**config.mk**
```make
export PLATFORM = sky130hd
export DESIGN_NAME = regfile_wb_arbiter
export DESIGN_NICKNAME = d
export VERILOG_FILES = /design/src/rtl/regfile_wb_arbiter.sv
export SDC_FILE = /design/constraint.sdc
export NUM_CORES = 1
export LEC_CHECK = 0
export CAP_MARGIN = 20
export CORE_ASPECT_RATIO = 0.7
export CORE_UTILIZATION = 49
export DETAILED_ROUTE_END_ITERATION = 10
export PLACE_DENSITY = 0.87
export SETUP_SLACK_MARGIN = 0.2
export SYNTH_ARGS = -nofsm -noshare
export SYNTH_HDL_FRONTEND = slang
export SYNTH_SLANG_ARGS = --single-unit
```
**constraint.sdc**
```tcl
create_clock -name clk -period 4.23 [get_ports clk]
set_input_delay 0.846 -clock clk [delete_from_list [all_inputs] [get_ports clk]]
set_output_delay 0.846 -clock clk [all_outputs]
set_load 0.02 [all_outputs]
```
**src/rtl/regfile_wb_arbiter.sv**
```systemverilog
// Register file write-back arbiter: three requesters share one write port.
// Each source feeds a one-entry buffer; a round-robin pick drains one per cycle.
module regfile_wb_arbiter #(
   parameter int A = 4,
   parameter int W = 8
) (
   input  logic                clk,
   input  logic                Reset,
   input  logic                alu_valid,
   output logic                alu_ready,
   input  logic [A-1:0]        alu_addr,
   input  logic [W-1:0]        alu_data,
   input  logic                acc_valid,
   output logic                acc_ready,
   input  logic [A-1:0]        acc_addr,
   input  logic [W-1:0]        acc_data,
   input  logic                mem_valid,
   output logic                mem_ready,
   input  logic [A-1:0]        mem_addr,
   input  logic [W-1:0]        mem_data,
   output logic                Write_En,
   output logic                from_ALU,
   output logic                from_Acc,
   output logic                from_Mem,
   output logic [A-1:0]        address,
   output logic [W-1:0]        ALU_Input,
   output logic [W-1:0]        Acc_Input,
   output logic [W-1:0]        Mem_Input,
   output logic [(1<<A)-1:0]   pending
);

   typedef enum logic [1:0] {
      SRC_ALU = 2'd0,
      SRC_ACC = 2'd1,
      SRC_MEM = 2'd2
   } src_e;

   logic          r_alu_full;
   logic [A-1:0]  r_alu_addr;
   logic [W-1:0]  r_alu_data;
   logic          r_acc_full;
   logic [A-1:0]  r_acc_addr;
   logic [W-1:0]  r_acc_data;
   logic          r_mem_full;
   logic [A-1:0]  r_mem_addr;
   logic [W-1:0]  r_mem_data;
   src_e          r_ptr;

   logic          w_gnt_alu;
   logic          w_gnt_acc;
   logic          w_gnt_mem;
   logic          w_cap_alu;
   logic          w_cap_acc;
   logic          w_cap_mem;
   logic [(1<<A)-1:0] w_pending;

   // Rotating-priority pick among full buffers; nothing is granted in reset
   // so buffered writes are discarded without a strobe.
   always_comb begin
      w_gnt_alu = 1'b0;
      w_gnt_acc = 1'b0;
      w_gnt_mem = 1'b0;
      if (!Reset) begin
         case (r_ptr)
            SRC_ACC: begin
               if (r_acc_full)      w_gnt_acc = 1'b1;
               else if (r_mem_full) w_gnt_mem = 1'b1;
               else if (r_alu_full) w_gnt_alu = 1'b1;
            end
            SRC_MEM: begin
               if (r_mem_full)      w_gnt_mem = 1'b1;
               else if (r_alu_full) w_gnt_alu = 1'b1;
               else if (r_acc_full) w_gnt_acc = 1'b1;
            end
            default: begin
               if (r_alu_full)      w_gnt_alu = 1'b1;
               else if (r_acc_full) w_gnt_acc = 1'b1;
               else if (r_mem_full) w_gnt_mem = 1'b1;
            end
         endcase
      end
   end

   // Ready depends only on buffer state and grant, never on valid.
   assign alu_ready = !r_alu_full || w_gnt_alu;
   assign acc_ready = !r_acc_full || w_gnt_acc;
   assign mem_ready = !r_mem_full || w_gnt_mem;

   assign w_cap_alu = alu_valid && alu_ready;
   assign w_cap_acc = acc_valid && acc_ready;
   assign w_cap_mem = mem_valid && mem_ready;

   // ALU holding buffer: a refill in the grant cycle keeps it full.
   always_ff @(posedge clk) begin
      if (Reset) begin
         r_alu_full <= 1'b0;
         r_alu_addr <= '0;
         r_alu_data <= '0;
      end else if (w_cap_alu) begin
         r_alu_full <= 1'b1;
         r_alu_addr <= alu_addr;
         r_alu_data <= alu_data;
      end else if (w_gnt_alu) begin
         r_alu_full <= 1'b0;
      end
   end

   // Accumulator holding buffer.
   always_ff @(posedge clk) begin
      if (Reset) begin
         r_acc_full <= 1'b0;
         r_acc_addr <= '0;
         r_acc_data <= '0;
      end else if (w_cap_acc) begin
         r_acc_full <= 1'b1;
         r_acc_addr <= acc_addr;
         r_acc_data <= acc_data;
      end else if (w_gnt_acc) begin
         r_acc_full <= 1'b0;
      end
   end

   // Memory holding buffer.
   always_ff @(posedge clk) begin
      if (Reset) begin
         r_mem_full <= 1'b0;
         r_mem_addr <= '0;
         r_mem_data <= '0;
      end else if (w_cap_mem) begin
         r_mem_full <= 1'b1;
         r_mem_addr <= mem_addr;
         r_mem_data <= mem_data;
      end else if (w_gnt_mem) begin
         r_mem_full <= 1'b0;
      end
   end

   // Pointer moves past the granted source; it holds when idle.
   always_ff @(posedge clk) begin
      if (Reset) begin
         r_ptr <= SRC_ALU;
      end else if (w_gnt_alu) begin
         r_ptr <= SRC_ACC;
      end else if (w_gnt_acc) begin
         r_ptr <= SRC_MEM;
      end else if (w_gnt_mem) begin
         r_ptr <= SRC_ALU;
      end
   end

   // Register-file write controls follow the grant in the same cycle.
   assign Write_En  = w_gnt_alu || w_gnt_acc || w_gnt_mem;
   assign from_ALU  = w_gnt_alu;
   assign from_Acc  = w_gnt_acc;
   assign from_Mem  = w_gnt_mem;
   assign address   = ({A{w_gnt_alu}} & r_alu_addr)
                    | ({A{w_gnt_acc}} & r_acc_addr)
                    | ({A{w_gnt_mem}} & r_mem_addr);
   assign ALU_Input = w_gnt_alu ? r_alu_data : '0;
   assign Acc_Input = w_gnt_acc ? r_acc_data : '0;
   assign Mem_Input = w_gnt_mem ? r_mem_data : '0;

   // Hazard mask: one bit per destination held in any buffer.
   always_comb begin
      w_pending = '0;
      if (r_alu_full) w_pending[r_alu_addr] = 1'b1;
      if (r_acc_full) w_pending[r_acc_addr] = 1'b1;
      if (r_mem_full) w_pending[r_mem_addr] = 1'b1;
   end

   assign pending = w_pending;

endmodule
```
==> qor.csv <==
stage;metric;value;unit
finish;fin cells;480;
sta;clk_skew;0.008754;ns
power;total power;0.9903;mW
synth;Compound-Gate Fraction of Synth Area;0.3076;
route;met2 routed WL;3479;um
power;Cell Pwr Density;282.1;nW/um^2
route;Met1 Wirelength;3419;um
route;drt via density;6.040;
min_path;Worst Hold Class;reg -> reg;
route;initial DRC count;349;
synth;Post-Synth Adder-Cell Area;0.009843;
global_routing;largest net degree at the start of global routing;25;
global_routing;antenna violations before repair;0;
placed_design;number of instances in the placed design;473;
route;via count;2899;
critical_path;crit path max fanout;14;
sta;Worst Tran Pin Value;1.049;ns
global_routing;vias in the first global route;2537;
synth;area leader, netlist;dfxtp_1;
critical_path;CP max stage delay;0.61;ns
placed_design;Setup WS pre-CTS;0.6920;ns
finish;layout cells sized above 1;0.04380;
die;full die area;5485;sq um
synth;Synth Warn #;0;
die;Die Y;62.27;um
synth;Synth Area in Simple Gates;0.2854;
global_routing;global-route wire length before repair;12110;um
route;post-route ant nets;0;
synth;number of synthesized flops with an enable pin;0;
sta;Final TNS setup;0;ns
status;status;finished, final reports clean;
synth;Main synth FF type;dfxtp_1;
die;num ports;92;
critical_path;capture point of the worst reg-to-reg path;r_mem_data[2];
synth;largest family of logic cells by synthesized area;compound AO/OA/AOI/OAI gates;
die;Rows;21;
sta;period utilization;0.9182;
clocking;clock slew at reported path FFs;0.08;ns
route;Top Metal Used;met4;
route;drt pass-1 iters;5;
synth;post-synthesis sequential area ratio;0.3228;
sta;fmax;0.2575;GHz
sta;final slew viol count;0;
critical_path;R2R depth;6;
finish;nets;454;
power;VDD IR max;0.0001897;V
synth;ranking of synthesized cells by area;dfxtp_1, nand3_1, a21oi_1;
sta;worst setup margin;0.3458;ns
synth;fraction of registers with async set/reset;0;
critical_path;CP Cell Sequence;inv_1 > ha_1 > nand2b_1 > a2111o_1 > nand2_1 > a221o_1 > clkdlybuf4s50_1;
placed_design;DPL Wire Length;5513;um
clocking;CTS H-tree depth;2;
clocking;total CTS buffers;5;
die;die outline width;88.10;um
synth;Net Count, Synth;383;
power;Leak;1.304;nW
route;wire per inst;15.98;um
critical_path;FF-to-FF Start;r_ptr[0];
critical_path;slowest CP cell;clkdlybuf4s50_1;
clocking;hold_buf cts;0;
critical_path;CP Class;reg -> out;
finish;Syn-to-layout area delta;38.09;%
synth;Avg Cell Area, Syn;7.478;sq um
synth;Yosys cell types;38;
clocking;root buffer cell;clkbuf_8;
clocking;CTS max path bufs;2;
route;detailed-route wire length;7668;um
clocking;CTS tree;done;
critical_path;r2r setup slk;1.67;ns
finish;Ant. Diodes;0;
synth;Synth top area share;0.3228;
critical_path;Startpoint Class;flop;
finish;Seq. cell area;820.8;sq um
die;initial core utilization;0.5202;
finish;FILL cells;398;
placed_design;RePlAce Congestion;0.9778;
placed_design;port bufs;91;
synth;synthesized cell area;2542;sq um
global_routing;gr ovfl total;0;
die;Core ar.;4887;sq um
clocking;post-cts gate resize count;0;
synth;Post-Syn Instances;340;
sta;Slew headroom;0.2994;
route;Routed met3 length;718;um
clocking;Setup Buffers After CTS;0;
synth;Synth Register Bits;41;
critical_path;CP required;3.38;ns
sta;Final setup viols;0;
synth;post-synthesis mux area share;0;
critical_path;Crit. End Element;primary output;
critical_path;CP startpoint;r_ptr[0];
global_routing;GRT Overall Usage;0.2764;
finish;multi-input logic area;1533;sq um
critical_path;WP data arrival;3.04;ns
flow_run;Max Cap Violations;0;
route;# DRC;0;
clocking;clk_lat worst skew;0.29;ns
sta;RSZ-0062 raised after global routing;false;
critical_path;Worst Setup EP;address[3];
sta;Tmin final;3.884;ns
sta;final hold vios;0;
clocking;CTS sink cnt;41;
synth;Synth Area in XOR/XNOR;0;
-- metal layers --
layer  up-vias  global-route usage
met5         -                   0
met2       162              0.4138
met1      1357              0.4077
met3         6             0.05186
met4         0             0.06452
li1       1374                   -
-- synth_stat cells (4+ instances only) --
| cell type | instances |
|---|---|
| nand2b_1 | 5 |
| o21ai_0 | 16 |
| a21oi_1 | 40 |
| inv_1 | 8 |
| nor2b_1 | 9 |
| and2_1 | 24 |
| a22oi_1 | 8 |
| clkbuf_1 | 18 |
| o211ai_1 | 25 |
| a32oi_1 | 6 |
| and3_1 | 4 |
| a21o_1 | 5 |
| nor3_1 | 4 |
| dfxtp_1 | 41 |
| buf_2 | 8 |
| nand2_1 | 32 |
| nor2_1 | 10 |
| nand3_1 | 45 |
-- cell families after synthesis --
family,after synthesis
buf+inv,41
simple gates,141
flops,41
compound gates,115
fa+ha+maj,2
-- how the worst min path moves through the flow --
stage	slack (ns)	cells after the start	start	to
floorplan	0.44	2	r_acc_data[0]	r_acc_data[0]
global placement	0.45	2	r_acc_data[1]	r_acc_data[1]
detailed placement	0.46	2	r_mem_data[6]	r_mem_data[6]
CTS	0.46	2	r_mem_data[6]	r_mem_data[6]
global route	0.48	2	r_acc_data[3]	r_acc_data[3]
finish	0.46	2	r_acc_data[0]	r_acc_data[0]
-- metrics by stage --
stage | cell area (sq um) | utilization | hold WS [ns]
3_5_place_dp | 3421 | 0.6999 | 0.4552
3_3_place_gp | 3421 | 0.6999 | 0.4490
5_1_grt | 3511 | 0.7184 | 0.4843
6_report | 3511 | 0.7184 | 0.4629
2_1_floorplan | 2542 | - | 0.4392
4_1_cts | 3511 | 0.7184 | 0.4650
-- cell type report --
type,count,share of cell area
clock buffers,6,0.02352
inverters,8,0.008553
flip-flops and latches,41,0.2338
clock inverters,1,0.002138
well taps,69,0.02459
repair buffers,97,0.2708
multi-input cells,258,0.4366
-- critical path, delay by kind of cell, from the launching register on --
family | cells | cell delay, ns
AO/OA/AOI/OAI | 2 | 0.66
AND/OR/NAND/NOR | 2 | 0.67
adder cells (fa/ha/maj) | 1 | 0.40
buffers and inverters | 2 | 0.67
flip-flops | 1 | 0.34
-- placed cells by master (no fill, tap or decap), types with 2 or more instances in the layout --
| master | netlist | layout |
|---|---|---|
| clkdlybuf4s50_1 | 0 | 90 |
| nand3_1 | 45 | 45 |
| dfxtp_1 | 41 | 41 |
| a21oi_1 | 40 | 40 |
| nand2_1 | 32 | 32 |
| o211ai_1 | 25 | 25 |
| and2_1 | 24 | 24 |
| o21ai_0 | 16 | 16 |
| nor2_1 | 10 | 10 |
| nor2b_1 | 9 | 9 |
| inv_1 | 8 | 8 |
| a22oi_1 | 8 | 8 |
| a32oi_1 | 6 | 6 |
| clkbuf_8 | 0 | 6 |
| buf_4 | 0 | 6 |
| nand2b_1 | 5 | 5 |
| a21o_1 | 5 | 5 |
| nor3_1 | 4 | 4 |
| and3_1 | 4 | 4 |
| nor3b_1 | 3 | 3 |
| a22o_1 | 3 | 3 |
| or3_1 | 2 | 2 |
| a2111o_1 | 2 | 2 |
| o2111ai_1 | 2 | 2 |
| ha_1 | 2 | 2 |
-- report_power, final --
| group | total [mW] | switching, mW | internal [mW] | leakage (nW) |
|---|---|---|---|---|
| clock network | 0.260 | 0.131 | 0.129 | 0.0433 |
| registers | 0.446 | 0.0317 | 0.414 | 0.337 |
| logic | 0.284 | 0.158 | 0.126 | 0.924 |
| total | 0.990 | 0.321 | 0.669 | 1.30 |
-- registers in the layout (all words and copies together) (netlist names) --
name        cells
r_acc_addr      4
r_alu_addr      4
r_mem_addr      4
r_acc_full      1
r_acc_data      8
r_mem_data      8
r_ptr           2
r_mem_full      1
r_alu_data      8
r_alu_full      1
Power figures use the tool's default switching activity.
